### config.mk
export PLATFORM = sky130hd
export DESIGN_NAME = control_unit_flat
export DESIGN_NICKNAME = d
export VERILOG_FILES = /design/src/rtl/control_unit_pkg.sv /design/src/rtl/control_unit_if.sv /design/src/rtl/control_unit.sv /design/src/flat_wrapper.sv
export SDC_FILE = /design/constraint.sdc
export NUM_CORES = 1
export LEC_CHECK = 0
export CORE_UTILIZATION = 32
export CTS_CLUSTER_DIAMETER = 40
export DETAILED_ROUTE_END_ITERATION = 10
export GPL_TIMING_DRIVEN = 0
export PLACE_DENSITY = 0.79
export SLEW_MARGIN = 20
export SYNTH_ARGS = -nofsm -noshare
export SYNTH_HDL_FRONTEND = slang
export SYNTH_SLANG_ARGS = --single-unit
### constraint.sdc
create_clock -name clk -period 2.5 [get_ports clk]
set_input_delay 0.75 -clock clk [delete_from_list [all_inputs] [get_ports clk]]
set_output_delay 0.75 -clock clk [all_outputs]
set_load 0.01 [all_outputs]
### src/rtl/control_unit_pkg.sv
// Shared encodings for the multi-cycle control unit: FSM states, instruction
// opcodes and the ALU operation codes it drives.
package control_unit_pkg;

    typedef enum logic [2:0] {
        S_FETCH     = 3'b000,
        S_DECODE    = 3'b001,
        S_EXECUTE   = 3'b010,
        S_MEMORY    = 3'b011,
        S_WRITEBACK = 3'b100,
        S_HALT      = 3'b101
    } state_t;

    typedef enum logic [2:0] {
        OP_LD  = 3'b000,
        OP_ST  = 3'b001,
        OP_ADD = 3'b010,
        OP_SUB = 3'b011,
        OP_AND = 3'b100,
        OP_JMP = 3'b101,
        OP_JZ  = 3'b110,
        OP_HLT = 3'b111
    } opcode_t;

    localparam logic [2:0] ALU_ADD = 3'b000;
    localparam logic [2:0] ALU_SUB = 3'b001;
    localparam logic [2:0] ALU_AND = 3'b010;
    localparam logic [2:0] ALU_OR  = 3'b011;

    function automatic logic [2:0] alu_op_of(input opcode_t op);
        case (op)
            OP_SUB:  return ALU_SUB;
            OP_AND:  return ALU_AND;
            default: return ALU_ADD;
        endcase
    endfunction

    function automatic logic is_alu_op(input opcode_t op);
        return (op == OP_ADD) || (op == OP_SUB) || (op == OP_AND);
    endfunction

endpackage

### src/rtl/control_unit_if.sv
// Bundle between the control unit and its datapath: IR/flag inputs in,
// state visibility and every datapath strobe out.
interface control_unit_if;
    logic [7:0] instr;
    logic       zf;
    logic [2:0] state;
    logic [2:0] next_state;
    logic       pc_we;
    logic       pc_sel;
    logic       pc_jmp_sel;
    logic [3:0] pc_offset;
    logic [3:0] addr_offset;
    logic       addr_sel;
    logic       mem_sel;
    logic       mem_we;
    logic [2:0] alu_opcode;
    logic       alu_sel_a;
    logic       alu_sel_b;
    logic       alu_we;
    logic       zf_we;
    logic       ir_we;
    logic       a_sel;
    logic       a_we;
    logic       b_sel;
    logic       b_we;
    logic       halt;

    // Datapath side: supplies IR and flag, consumes control.
    modport master (
        output instr, zf,
        input  state, next_state, pc_we, pc_sel, pc_jmp_sel, pc_offset,
               addr_offset, addr_sel, mem_sel, mem_we, alu_opcode,
               alu_sel_a, alu_sel_b, alu_we, zf_we, ir_we,
               a_sel, a_we, b_sel, b_we, halt
    );

    modport slave (
        input  instr, zf,
        output state, next_state, pc_we, pc_sel, pc_jmp_sel, pc_offset,
               addr_offset, addr_sel, mem_sel, mem_we, alu_opcode,
               alu_sel_a, alu_sel_b, alu_we, zf_we, ir_we,
               a_sel, a_we, b_sel, b_we, halt
    );
endinterface

### src/rtl/control_unit.sv
// Multi-cycle control FSM: a state register plus one combinational decode of
// state, instr and zf into next state and datapath strobes.
//
// state     | meaning
// FETCH     | read IR from mem[PC], PC <= PC+1
// DECODE    | opcode settles, choose HALT or EXECUTE
// EXECUTE   | ALU op, branch, or pass LD/ST on to MEMORY
// MEMORY    | address = B+offset; store or read for load
// WRITEBACK | write ALU result or load data into A/B
// HALT      | parked until reset
module control_unit
    import control_unit_pkg::*;
(
    input  logic           clk,
    input  logic           reset,
    control_unit_if.slave  bus
);

    state_t  r_state;
    state_t  w_next_state;
    opcode_t w_op;
    logic    w_r;

    assign w_op = opcode_t'(bus.instr[7:5]);
    assign w_r  = bus.instr[4];

    always_ff @(posedge clk or negedge reset) begin
        if (!reset) r_state <= S_FETCH;
        else        r_state <= w_next_state;
    end

    assign bus.state      = r_state;
    assign bus.next_state = w_next_state;

    always_comb begin
        w_next_state    = S_FETCH;
        bus.pc_we       = 1'b0;
        bus.pc_sel      = 1'b0;
        bus.pc_jmp_sel  = 1'b0;
        bus.pc_offset   = 4'd0;
        bus.addr_offset = 4'd0;
        bus.addr_sel    = 1'b0;
        bus.mem_sel     = 1'b0;
        bus.mem_we      = 1'b0;
        bus.alu_opcode  = ALU_ADD;
        bus.alu_sel_a   = 1'b0;
        bus.alu_sel_b   = 1'b0;
        bus.alu_we      = 1'b0;
        bus.zf_we       = 1'b0;
        bus.ir_we       = 1'b0;
        bus.a_sel       = 1'b0;
        bus.a_we        = 1'b0;
        bus.b_sel       = 1'b0;
        bus.b_we        = 1'b0;
        bus.halt        = 1'b0;

        // Decode is gated by reset so nothing strobes while the datapath is held.
        if (reset) begin
            case (r_state)
                S_FETCH: begin
                    bus.ir_we    = 1'b1;
                    bus.pc_we    = 1'b1;
                    w_next_state = S_DECODE;
                end
                S_DECODE: begin
                    w_next_state = (w_op == OP_HLT) ? S_HALT : S_EXECUTE;
                end
                S_EXECUTE: begin
                    if (is_alu_op(w_op)) begin
                        bus.alu_opcode = alu_op_of(w_op);
                        bus.alu_sel_a  = w_r;
                        bus.alu_sel_b  = bus.instr[3];
                        bus.alu_we     = 1'b1;
                        bus.zf_we      = 1'b1;
                        w_next_state   = S_WRITEBACK;
                    end else if (w_op == OP_LD || w_op == OP_ST) begin
                        w_next_state = S_MEMORY;
                    end else if (w_op == OP_JMP) begin
                        bus.pc_we     = 1'b1;
                        bus.pc_sel    = 1'b1;
                        bus.pc_offset = bus.instr[3:0];
                    end else if (w_op == OP_JZ) begin
                        bus.pc_we     = bus.zf;
                        bus.pc_sel    = 1'b1;
                        bus.pc_offset = bus.instr[3:0];
                    end
                end
                S_MEMORY: begin
                    if (w_op == OP_LD) begin
                        bus.addr_sel    = 1'b1;
                        bus.addr_offset = bus.instr[3:0];
                        w_next_state    = S_WRITEBACK;
                    end else if (w_op == OP_ST) begin
                        bus.addr_sel    = 1'b1;
                        bus.addr_offset = bus.instr[3:0];
                        bus.mem_sel     = w_r;
                        bus.mem_we      = 1'b1;
                    end
                end
                S_WRITEBACK: begin
                    if (w_op == OP_LD || is_alu_op(w_op)) begin
                        bus.a_we  = ~w_r;
                        bus.b_we  = w_r;
                        bus.a_sel = (w_op == OP_LD) & ~w_r;
                        bus.b_sel = (w_op == OP_LD) & w_r;
                    end
                end
                S_HALT: begin
                    bus.halt     = 1'b1;
                    w_next_state = S_HALT;
                end
                default: w_next_state = S_FETCH;
            endcase
        end
    end

endmodule

### src/flat_wrapper.sv
// flat-port wrapper written by rule: the top's interface ports become plain ports
module control_unit_flat import control_unit_pkg::*;
  (clk, reset, bus_instr, bus_zf, bus_state, bus_next_state, bus_pc_we, bus_pc_sel, bus_pc_jmp_sel, bus_pc_offset, bus_addr_offset, bus_addr_sel, bus_mem_sel, bus_mem_we, bus_alu_opcode, bus_alu_sel_a, bus_alu_sel_b, bus_alu_we, bus_zf_we, bus_ir_we, bus_a_sel, bus_a_we, bus_b_sel, bus_b_we, bus_halt);
  control_unit_if bus_i ();
  input  logic clk;
  input  logic reset;
  input wire logic [$bits(bus_i.instr)-1:0] bus_instr;
  input wire logic [$bits(bus_i.zf)-1:0] bus_zf;
  output wire logic [$bits(bus_i.state)-1:0] bus_state;
  output wire logic [$bits(bus_i.next_state)-1:0] bus_next_state;
  output wire logic [$bits(bus_i.pc_we)-1:0] bus_pc_we;
  output wire logic [$bits(bus_i.pc_sel)-1:0] bus_pc_sel;
  output wire logic [$bits(bus_i.pc_jmp_sel)-1:0] bus_pc_jmp_sel;
  output wire logic [$bits(bus_i.pc_offset)-1:0] bus_pc_offset;
  output wire logic [$bits(bus_i.addr_offset)-1:0] bus_addr_offset;
  output wire logic [$bits(bus_i.addr_sel)-1:0] bus_addr_sel;
  output wire logic [$bits(bus_i.mem_sel)-1:0] bus_mem_sel;
  output wire logic [$bits(bus_i.mem_we)-1:0] bus_mem_we;
  output wire logic [$bits(bus_i.alu_opcode)-1:0] bus_alu_opcode;
  output wire logic [$bits(bus_i.alu_sel_a)-1:0] bus_alu_sel_a;
  output wire logic [$bits(bus_i.alu_sel_b)-1:0] bus_alu_sel_b;
  output wire logic [$bits(bus_i.alu_we)-1:0] bus_alu_we;
  output wire logic [$bits(bus_i.zf_we)-1:0] bus_zf_we;
  output wire logic [$bits(bus_i.ir_we)-1:0] bus_ir_we;
  output wire logic [$bits(bus_i.a_sel)-1:0] bus_a_sel;
  output wire logic [$bits(bus_i.a_we)-1:0] bus_a_we;
  output wire logic [$bits(bus_i.b_sel)-1:0] bus_b_sel;
  output wire logic [$bits(bus_i.b_we)-1:0] bus_b_we;
  output wire logic [$bits(bus_i.halt)-1:0] bus_halt;
  assign bus_i.instr = bus_instr;
  assign bus_i.zf = bus_zf;
  assign bus_state = bus_i.state;
  assign bus_next_state = bus_i.next_state;
  assign bus_pc_we = bus_i.pc_we;
  assign bus_pc_sel = bus_i.pc_sel;
  assign bus_pc_jmp_sel = bus_i.pc_jmp_sel;
  assign bus_pc_offset = bus_i.pc_offset;
  assign bus_addr_offset = bus_i.addr_offset;
  assign bus_addr_sel = bus_i.addr_sel;
  assign bus_mem_sel = bus_i.mem_sel;
  assign bus_mem_we = bus_i.mem_we;
  assign bus_alu_opcode = bus_i.alu_opcode;
  assign bus_alu_sel_a = bus_i.alu_sel_a;
  assign bus_alu_sel_b = bus_i.alu_sel_b;
  assign bus_alu_we = bus_i.alu_we;
  assign bus_zf_we = bus_i.zf_we;
  assign bus_ir_we = bus_i.ir_we;
  assign bus_a_sel = bus_i.a_sel;
  assign bus_a_we = bus_i.a_we;
  assign bus_b_sel = bus_i.b_sel;
  assign bus_b_we = bus_i.b_we;
  assign bus_halt = bus_i.halt;
  control_unit u_core (.clk(clk), .reset(reset), .bus(bus_i));
endmodule
Word-level counts from Yosys, hierarchy flattened
Cells that the tools add are included.
{"block": "word_totals", "in_bits": 11, "output_inout_bits": 33, "word_cells": 90, "reg_bits": 3}
{"block": "classes", "reduce_logical": 6, "mux": 68, "eq_ne": 12, "bitwise": 3}
{"operator": "two-way mux 1 bit", "n": 47}
{"operator": "two-way mux 4 bit", "n": 10}
{"operator": "two-way mux 3 bit", "n": 7}
{"operator": "== test 3 bit (second input constant)", "n": 6}
{"operator": "one-hot mux 3 bit (5 select lines)", "n": 1}
{"operator": "== test 3 x 2 -> 1 bit (second input constant)", "n": 4}
{"operator": "== test 3 x 1 -> 1 bit (second input constant)", "n": 2}
{"operator": "zero test 3 bit", "n": 2}
{"operator": "logical OR 1 bit", "n": 4}
{"operator": "one-hot mux 2 bit (2 select lines)", "n": 1}
{"operator": "AND 1 bit", "n": 2}
{"operator": "two-way mux 2 bit", "n": 1}
{"operator": "one-hot mux 1 bit (2 select lines)", "n": 1}
{"operator": "inverter 1 bit", "n": 1}

Logic depth before layout (Yosys ltp)
Gate-level depths: netlist of run 1.
{"block": "logic_depth", "ltp_word": 7, "ltp_mapped": 5}

Least setup slack after synthesis of run 1
No wires, ideal clock.
{"block": "synth_path", "path_type": "in2out", "from": "in bus_instr[6]", "to": "out bus_alu_sel_a", "slack_ns": 0.101, "arrival_time_ns": 1.649, "path_stages": 4, "n_path_buf": 1, "cell_sequence": "buf_6 or3b_1 a21oi_2 and2_1"}
{"block": "synth_via", "elab_chain_cells": 6, "elab_cells_between_ends": 8}
{"item": "from (decl)", "line": "flat_wrapper.sv:7", "rtl": "input wire logic [$bits(bus_i.instr)-1:0] bus_instr;"}
{"item": "== test 3 x 2 -> 1 bit", "line": "control_unit_pkg.sv:39", "rtl": "return (op == OP_ADD) || (op == OP_SUB) || (op == OP_AND);"}
{"item": "logical OR 1 bit", "line": "control_unit_pkg.sv:39"}
{"item": "logical OR 1 bit *", "line": "control_unit_pkg.sv:39"}
{"item": "two-way mux 1 bit *", "line": "control_unit.sv:69", "rtl": "if (is_alu_op(w_op)) begin"}
{"item": "two-way mux 1 bit *", "line": "control_unit.sv:59", "rtl": "case (r_state)"}
{"item": "two-way mux 1 bit *", "line": "control_unit.sv:58", "rtl": "if (reset) begin"}
{"item": "to (decl)", "line": "flat_wrapper.sv:20", "rtl": "output wire logic [$bits(bus_i.alu_sel_a)-1:0] bus_alu_sel_a;"}
Every way passes the cells marked *; elsewhere a longest branch is shown, timed or not.

Worst setup path after layout of run 1
{"block": "layout_path", "from": "in bus_instr[6]", "to": "out bus_alu_sel_b"}
{"block": "layout_via", "elab_chain_cells": 6, "elab_cells_between_ends": 8}
{"item": "== test 3 x 2 -> 1 bit", "line": "control_unit_pkg.sv:39"}
{"item": "logical OR 1 bit", "line": "control_unit_pkg.sv:39"}
{"item": "logical OR 1 bit *", "line": "control_unit_pkg.sv:39"}
{"item": "two-way mux 1 bit *", "line": "control_unit.sv:69"}
{"item": "two-way mux 1 bit *", "line": "control_unit.sv:59"}
{"item": "two-way mux 1 bit *", "line": "control_unit.sv:58"}
{"item": "to (decl)", "line": "flat_wrapper.sv:21", "rtl": "output wire logic [$bits(bus_i.alu_sel_b)-1:0] bus_alu_sel_b;"}
Marks and branches as above.

==> impl_metrics.yaml, run 1 <==
critical_path:
  endpoint_kind: "output port"
  cpPeakStageDelay_ns: 0.38
  startpoint_type: "input port"
  cp_cell_sequence: "buf_12 > or3b_1 > a21oi_2 > and2_1 > buf_2"
  critPathKind: "in -> out"
  reg2reg_depth: 4
  slowest_stage: "or3b_1"
  worstPathRequired_ns: 1.75
  crit_fanout: 7
  arrival_ns: 1.71
yosys:
  ys_warn_count: 0
  synth-compound-area-share_pct: 12.53
  synth_top_cell_by_area: "dfrtp_1"
  synth_adder_area_share_pct: 0
  synthTopCellsByArea: "dfrtp_1 14%, and2_1 13%, buf_2 4.6%"
  synth-simple-area-share_pct: 54.76
  synth_xor_area_share_pct: 1.624
  syn_inst: 70
  synth_top_family_by_area: "simple AND/OR/NAND/NOR gates"
  yosysSeqAreaShare_pct: 13.92
  yosysUniqueCellTypes: 37
  syn_area_um2: 539.3
  ys_seq_elements: 3
  synth.area.mux_share_pct: 4.176
  synth_top_area_share_pct: 13.92
  synth.avg_cell_area_um2: 7.704
placement:
  dp_slack_ns: -0.9912
  numPortBuffers: 40
  placed_cell_area_um2: 963.4
  place.gp.congestion: 0.7983
  dp_hpwl_mm: 1.196
grt:
  grt_pass1_vias: 577
  grt_overflow_total: 0
  grt_util_all_layers_pct: 17.82
  grt_pass1_wl_mm: 2.573
  grt_max_degree: 12
  antenna_found_initial: 0
power_and_ir_drop:
  power.share.clock_pct: 27.1
  powerDensity_mw_per_mm2: 291.4
  total_power_w: 0.0003161
  seqPwrFrac_pct: 18.9
  p_sw_w: 0.0001078
  p_int_w: 0.0002083
  p_comb_share_pct: 54.0
  p_leak_nw: 0.5493
  swShare_pct: 34.09
  ir_worst_vdd_mv: 0.3765
flow_run:
  drv_cap: 0
clocking:
  clock_latency_ns: 0.23
  cts.path.max_buffers: 2
  h-tree-depth: 1
  holdBufCountCts: 0
  cts_buffers: 3
  cts_tree: "yes"
  root_buffer: "clkbuf_4"
  clkTransAtPathRegs_ns: 0.04
  clkSinkCount: 3
routing:
  initialDrtViolationCount: 11
  wl_mm: 1.688
  via_count: 719
  vias_per_cell: 5.028
  drt_pre_antenna_iters: 4
  drc_errors: 0
  wire_per_inst_um: 11.80
  postRouteAntennaNets: 0
timing:
  worst_slack_ns: 0.04164
  skew_ns: 0.001632
  finalHoldViolations: 0
  rsz0062_at_grt: "yes"
  max_freq_mhz: 406.8
  finalCritPeriodShare_pct: 98.33
  setup_viol: 0
  slew_viol_final: 0
  finalSetupTns_ns: 0
  period_minus_slack_ns: 2.458
final_layout:
  area_growth_pct: 101.2
  diodes: 0
  layout-drive-gt1-share_pct: 44.88
  largest_reg_flops: 3
  nets: 139
  fin_util_pct: 70.37
  design_area_mm2: 0.001085
floorplanning:
  dieArea_mm2: 0.001853
  dieWidth_um: 43.05
  io_pins: 44
  rows: 14
  fp.coreArea_mm2: 0.001541
  start_util_pct: 34.98
  dieHeight_um: 43.05
min_path:
  hp-class: "in -> async"
run_status:
  status: "finished, final reports clean"
## cell usage in the layout (no fill, tap or decap), drive strengths merged, types with 2 or more instances in the layout
cell type | synthesis | routed
and2 | 11 | 11
dfrtp | 3 | 3
and3 | 2 | 2
nor2b | 2 | 2
clkbuf | 0 | 7
clkdlybuf4s50 | 0 | 8
clkdlybuf4s15 | 0 | 3
mux2 | 2 | 2
a21oi | 2 | 2
nand2 | 4 | 4
nor3b | 2 | 2
conb | 1 | 2
nor2 | 3 | 3
nor4 | 3 | 3
o21ai | 4 | 4
buf | 9 | 37
dlygate4sd2 | 0 | 9
nand2b | 2 | 2
nor3 | 4 | 4
inv | 2 | 2
## layout make-up
cell class              instances  area (um2)
repair buffers                 52       417.9
inverters                       2       7.507
fillers                       134       456.7
clock buffers                   4       26.28
flip-flops and latches          3       75.07
plain buffers                   9       91.34
multi-input cells              57       446.7
well taps                      16       20.02
## power groups by stage
stage,sequential (W),clock [W],combinational (W)
6_report,0.0000598,0.0000855,0.000171
5_1_grt,0.0000605,0.0000954,0.000183
4_1_cts,0.0000612,0.0000887,0.000153
3_5_place_dp,0.0000606,0,0.000142
3_3_place_gp,0.0000606,0,0.000139
2_1_floorplan,0.0000620,0,0.0000725
## synth_stat cells (all sizes together)
| library cell | number |
|---|---|
| o2111ai | 1 |
| xnor2 | 1 |
| inv | 2 |
| dfrtp | 3 |
| o21ai | 4 |
| nand2 | 4 |
| o21bai | 1 |
| nor2 | 3 |
| nand4b | 1 |
| and4bb | 1 |
| buf | 9 |
| and3 | 2 |
| and2 | 11 |
| nand3b | 1 |
| mux2 | 2 |
| nor4b | 1 |
| and4b | 1 |
| conb | 1 |
| or2 | 1 |
| or3b | 1 |
| nand4bb | 1 |
| nor3 | 4 |
| a21oi | 2 |
| nand2b | 2 |
| nor4 | 3 |
| nor2b | 2 |
| o2111a | 1 |
| nand4 | 1 |
| nor3b | 2 |
| a31oi | 1 |
## worst paths after layout
kind,startpoint,end,slack (ns)
worst min register to register,u_core.bus.state[1],u_core.bus.state[1],0.77
min in group clk,u_core.bus.state[1],u_core.bus.state[1],0.77
worst min-delay path,reset,u_core.bus.state[1],0.30
max in group asynchronous,reset,u_core.bus.state[0],2.08
worst max register to register,u_core.bus.state[0],u_core.bus.state[2],1.30
worst max-delay path,bus_instr[6],bus_alu_sel_b,0.04
## worst max-delay path, delay by kind of cell
family	cells	cell delay, ns
buffers and inverters	2	0.23
AO/OA/AOI/OAI	1	0.20
AND/OR/NAND/NOR	2	0.53
## through the flow
stage / cells / hold slack (ns)
CTS: 137 / 0.3060
global route: 143 / 0.2900
global placement: 127 / 0.7693
floorplan: 71 / 0.4544
detailed placement: 127 / 0.7721
finish: 143 / 0.3038
## logic make-up after synthesis
kind of cell           after synthesis
XOR/XNOR                             1
other                                1
AND/OR/NAND/NOR                     42
buffers and inverters               11
AO/OA/AOI/OAI                       10
flip-flops                           3
multiplexers                         2
## metal layers
layer | global-route usage (%) | wire [um]
met5 | 0 | 0
met4 | 1.818 | 0
met3 | 7.660 | 149
met2 | 32.42 | 822
met1 | 19.74 | 715
## timing repair
action,4_1_cts,5_1_grt
pin swaps,8,8
gates resized for setup,96,19
setup buffers,6,6
hold endpoints to repair,0,0
setup endpoints to repair,28,20
Note: power is estimated with default switching activity, not from simulation.
==> run 2: changes to the inputs <==
--- a/config.mk
+++ b/config.mk
@@ -5,6 +5,7 @@
 export SDC_FILE = /design/constraint.sdc
 export NUM_CORES = 1
 export LEC_CHECK = 0
+export CORE_MARGIN = 3
 export CORE_UTILIZATION = 32
 export CTS_CLUSTER_DIAMETER = 40
 export DETAILED_ROUTE_END_ITERATION = 10
==> run 2 against run 1 <==
The flow now finishes with violations (setup timing). Global-route usage is 1.8 points higher. Clock skew is 0.0072 ns higher. Utilization is 5.4 points higher. Sequential share of layout area is 0.50 points lower. Power is 6.4% higher. Cell area is 7.7% higher. Maximum frequency is 3.0% lower. Highest routed layer is now met4. Register-to-register slack worse by 0.17 ns. Largest cell class unchanged. Sequential power is 2% higher. Largest power group unchanged. Critical path depth is 1 higher.
==> impl_metrics.yaml, run 2 (synthesized netlist as in run 1, its figures left out) <==
final_layout:
  design_area_mm2: 0.001169
  fin_util_pct: 75.81
  n_fill_cell: 103
  final_common_cell: "buf_4"
  nets: 144
  layout-drive-gt1-share_pct: 49.24
  area_growth_pct: 116.7
  final_cell_mix: "16 x buf_4, 12 x buf_6, 12 x buf_2"
  largest_reg_flops: 3
  diodes: 0
timing:
  slew_viol_final: 0
  worst_slack_ns: -0.03501
  max_freq_mhz: 394.5
  finalCritPeriodShare_pct: 101.4
  period_minus_slack_ns: 2.535
  setup_viol: 3
  skew_ns: 0.008829
  finalHoldViolations: 0
  rsz0062_at_grt: "yes"
clocking:
  clkTransAtPathRegs_ns: 0.05
  holdBufCountCts: 0
  clkSinkCount: 3
  h-tree-depth: 1
  root_buffer: "clkbuf_4"
  cts_buffers: 3
  clock_latency_ns: 0.24
  cts_tree: "yes"
  cts.path.max_buffers: 2
routing:
  vias_per_cell: 5.345
  drt_pre_antenna_iters: 4
  initialDrtViolationCount: 19
  postRouteAntennaNets: 0
  drc_errors: 0
  wire_per_inst_um: 16.56
  via_count: 791
  wl_mm: 2.451
grt:
  antenna_found_initial: 0
  grt_pass1_wl_mm: 3.139
  grt_max_degree: 12
  grt_util_all_layers_pct: 19.58
  grt_overflow_total: 0
  grt_pass1_vias: 687
run_status:
  violations: "setup timing"
  status: "finished with violations"
critical_path:
  cp-startpoint: "bus_instr[6]"
  startpoint_type: "input port"
  arrival_ns: 1.79
  crit_fanout: 10
  cpMostUsedCell: "buf_2"
  worstPathRequired_ns: 1.75
  reg2reg_slack_ns: 1.13
  endpoint_kind: "output port"
  worstReg2RegStart: "u_core.bus.state[0]"
  reg2reg_depth: 5
  cpPeakStageDelay_ns: 0.28
  critPathKind: "in -> out"
  r2r-end: "u_core.bus.state[2]"
  cp_cell_sequence: "buf_12 > buf_2 > nor3b_2 > o21ai_0 > a21oi_1 > buf_2"
  slowest_stage: "a21oi_1"
placement:
  numPortBuffers: 40
  place.gp.congestion: 0.7772
  dp_hpwl_mm: 1.404
  placed_cell_area_um2: 963.4
power_and_ir_drop:
  ir_worst_vdd_mv: 0.2852
  p_leak_nw: 0.5800
  total_power_w: 0.0003364
  powerDensity_mw_per_mm2: 287.9
floorplanning:
  dieWidth_um: 47.05
  io_pins: 44
  dieHeight_um: 47.05
  dieArea_mm2: 0.002214
  start_util_pct: 34.98
  fp.coreArea_mm2: 0.001541
  rows: 14
flow_run:
  drv_cap: 0
min_path:
  hp-class: "in -> async"
==> run 2: metal layers <==
layer,routed length (um),global-route usage [%]
met1,856,21.79
met2,1332,37.94
met3,217,4.215
met4,45,3.315
met5,0,0
==> run 2: layout make-up <==
| cell class | count | area [um2] | area share (%) |
|---|---|---|---|
| tap | 16 | 20.02 | 1.713 |
| inverter | 2 | 7.507 | 0.6424 |
| multi-input combinational | 57 | 470.5 | 40.26 |
| timing repair buffer | 57 | 473.0 | 40.47 |
| sequential | 3 | 75.07 | 6.424 |
| buffer | 9 | 96.34 | 8.244 |
| clock buffer | 4 | 26.28 | 2.248 |
==> run 2: metrics by stage <==
step	worst slack [ns]	std cells	hold slack (ns)	TNS, ns
5_1_grt	-0.08431	148	0.3048	-0.3854
3_5_place_dp	-1.033	127	0.7960	-23.72
2_1_floorplan	0.1009	71	0.4544	0
6_report	-0.03501	148	0.3067	-0.08448
3_3_place_gp	-0.9969	127	0.7721	-23.15
4_1_cts	-0.02896	143	0.3108	-0.06163
==> run 2: report_power, final <==
group          internal, W  switching [W]  total (W)
Combinational    0.0000995      0.0000863   0.000186
Clock            0.0000601      0.0000295  0.0000897
Sequential       0.0000540     0.00000689  0.0000609
Total             0.000214       0.000123   0.000336
==> run 2: worst max-delay path by stage <==
stage | endpoint | slack [ns]
3_5_place_dp | bus_addr_offset[3] | -1.03
3_3_place_gp | bus_mem_sel | -1.0
2_1_floorplan | bus_alu_sel_a | 0.10
5_1_grt | bus_next_state[1] | -0.08
4_1_cts | bus_alu_sel_a | -0.03
6_report | bus_next_state[1] | -0.04
==> run 2: critical path: cells and delay by family <==
family | cells | cell delay, ns
AOI/OAI and AO/OA | 2 | 0.37
buffers and inverters | 3 | 0.49
and+or+nand+nor | 1 | 0.18
==> run 2: what timing repair did <==
action / in CTS / in global routing
setup endpoints to repair: 28 / 21
pin swaps: 9 / 9
cloned: 1 / 0
setup buffers: 11 / 5
resized for setup: 98 / 33
==> run 3: changes to the inputs <==
--- a/config.mk
+++ b/config.mk
@@ -5,12 +5,13 @@
 export SDC_FILE = /design/constraint.sdc
 export NUM_CORES = 1
 export LEC_CHECK = 0
-export CORE_MARGIN = 3
-export CORE_UTILIZATION = 32
+export CORE_MARGIN = 5
+export CORE_UTILIZATION = 33
+export CTS_BUF_LIST = sky130_fd_sc_hd__clkbuf_4
 export CTS_CLUSTER_DIAMETER = 40
 export DETAILED_ROUTE_END_ITERATION = 10
 export GPL_TIMING_DRIVEN = 0
-export PLACE_DENSITY = 0.79
+export PLACE_DENSITY = 0.81
 export SLEW_MARGIN = 20
 export SYNTH_ARGS = -nofsm -noshare
 export SYNTH_HDL_FRONTEND = slang
==> run 3 against run 2 <==
The run now ends clean. Critical path depth shrank 1. Via count shrank 10%. First-iteration DRC count shrank 32%. Final cell count shrank 5.4%. Critical path type unchanged. Critical endpoint is now bus_alu_sel_a. Largest cell class unchanged. Largest power group unchanged.
==> impl_metrics.yaml, run 3 (synthesized netlist as in run 1, its figures left out) <==
timing:
  max_freq_mhz: 406.9
  period_minus_slack_ns: 2.457
  finalSetupTns_ns: 0
  finalHoldViolations: 0
  rsz0062_at_grt: "yes"
  setup_viol: 0
  worst_slack_ns: 0.04261
  finalCritPeriodShare_pct: 98.30
  slew_viol_final: 0
  skew_ns: 0.004868
grt:
  grt_overflow_total: 0
  grt_pass1_vias: 643
  antenna_found_initial: 0
  grt_max_degree: 12
  grt_pass1_wl_mm: 2.911
  grt_util_all_layers_pct: 14.40
critical_path:
  worstPathRequired_ns: 1.75
  slowest_stage: "or3b_1"
  endpoint_kind: "output port"
  cp_cell_sequence: "buf_8 > or3b_1 > a21oi_2 > and2_1 > buf_2"
  crit_fanout: 5
  reg2reg_slack_ns: 1.23
  path_buf_inv: 2
  arrival_ns: 1.71
  critPathKind: "in -> out"
  startpoint_type: "input port"
  cpPeakStageDelay_ns: 0.38
  crit_family: "simple AND/OR/NAND/NOR gates"
final_layout:
  layout-drive-gt1-share_pct: 41.94
  largest_reg_flops: 3
  diodes: 0
  fin_cells: 140
  nets: 136
  final_common_cell: "dlygate4sd2_1"
  design_area_mm2: 0.001052
  n_fill_cell: 134
  area_growth_pct: 95.13
  final_cell_mix: "15 x dlygate4sd2_1, 13 x buf_4, 11 x and2_1"
routing:
  drt_pre_antenna_iters: 2
  via_count: 712
  vias_per_cell: 5.086
  wl_mm: 1.951
  drc_errors: 0
  postRouteAntennaNets: 0
  initialDrtViolationCount: 13
  wire_per_inst_um: 13.94
run_status:
  status: "finished, final reports clean"
floorplanning:
  dieArea_mm2: 0.002543
  dieHeight_um: 50.43
  io_pins: 44
  fp.coreArea_mm2: 0.001524
  start_util_pct: 35.39
  dieWidth_um: 50.43
  rows: 14
placement:
  dp_slack_ns: -1.022
  placed_cell_area_um2: 963.4
  numPortBuffers: 40
  place.gp.congestion: 0.7413
  dp_hpwl_mm: 1.468
  placed_cells: 127
power_and_ir_drop:
  powerDensity_mw_per_mm2: 305.8
  total_power_w: 0.0003218
  ir_worst_vdd_mv: 0.3679
  p_leak_nw: 0.5292
clocking:
  clkSinkCount: 3
  cts_tree: "yes"
  root_buffer: "clkbuf_4"
  clkTransAtPathRegs_ns: 0.04
  clock_latency_ns: 0.24
  cts.path.max_buffers: 2
  h-tree-depth: 1
  cts_buffers: 3
flow_run:
  drv_cap: 0
min_path:
  hp-class: "in -> async"
run 3: stage by stage:
| step | utilization [%] | hold slack, ns |
|---|---|---|
| detailed placement | 63.22 | 0.7804 |
| floorplan | - | 0.4544 |
| global route | 69.05 | 0.2852 |
| finish | 69.05 | 0.3027 |
| global placement | 63.22 | 0.7711 |
| CTS | 68.55 | 0.3040 |
run 3: final timing paths:
| kind | startpoint | end | depth (start not counted) |
|---|---|---|---|
| min in group clk | u_core.bus.state[2] | u_core.bus.state[0] | 2 |
| worst min-delay path | reset | u_core.bus.state[1] | 1 |
| max in group asynchronous | reset | u_core.bus.state[1] | 1 |
| worst min register to register | u_core.bus.state[2] | u_core.bus.state[0] | 2 |
| worst max-delay path | bus_instr[5] | bus_alu_sel_a | 5 |
| worst max register to register | u_core.bus.state[0] | u_core.bus.state[2] | 4 |
run 3: worst reg2reg max path, stage by stage, from the launching register on:
cell      delay (ns)
dfrtp_1         0.41
buf_4           0.19
nor2b_2         0.17
and3_2          0.21
nand3b_1        0.16
run 3: layout make-up:
| class | count | area (um2) | area share [%] |
|---|---|---|---|
| multi-input cells | 57 | 435.4 | 41.38 |
| inverters | 2 | 7.507 | 0.7134 |
| clock buffers | 4 | 30.03 | 2.854 |
| flip-flops and latches | 3 | 76.32 | 7.253 |
| repair buffers | 49 | 396.6 | 37.69 |
| plain buffers | 9 | 86.33 | 8.205 |
| well taps | 16 | 20.02 | 1.902 |
run 3: power breakdown:
group / switching, W / total [W] / internal, W
Combinational: 0.0000737 / 0.000158 / 0.0000848
Clock: 0.0000290 / 0.0000999 / 0.0000709
Sequential: 0.00000903 / 0.0000635 / 0.0000545
run 3: repair_timing:
action,4_1_cts,5_1_grt
endpoints found under the setup margin,28,16
pin swaps,9,4
hold buffers,0,0
setup buffers,6,2
cloned,1,1
hold endpoints to repair,0,0
resized for setup,89,14
run 3: metal layers:
| layer | GRT usage [%] | vias to the layer above | wire length, um |
|---|---|---|---|
| met3 | 5.917 | 0 | 173 |
| met1 | 15.69 | 329 | 748 |
| met2 | 26.78 | 29 | 1029 |
| li1 | - | 354 | - |
| met5 | 0 | - | 0 |
| met4 | 1.277 | 0 | 0 |
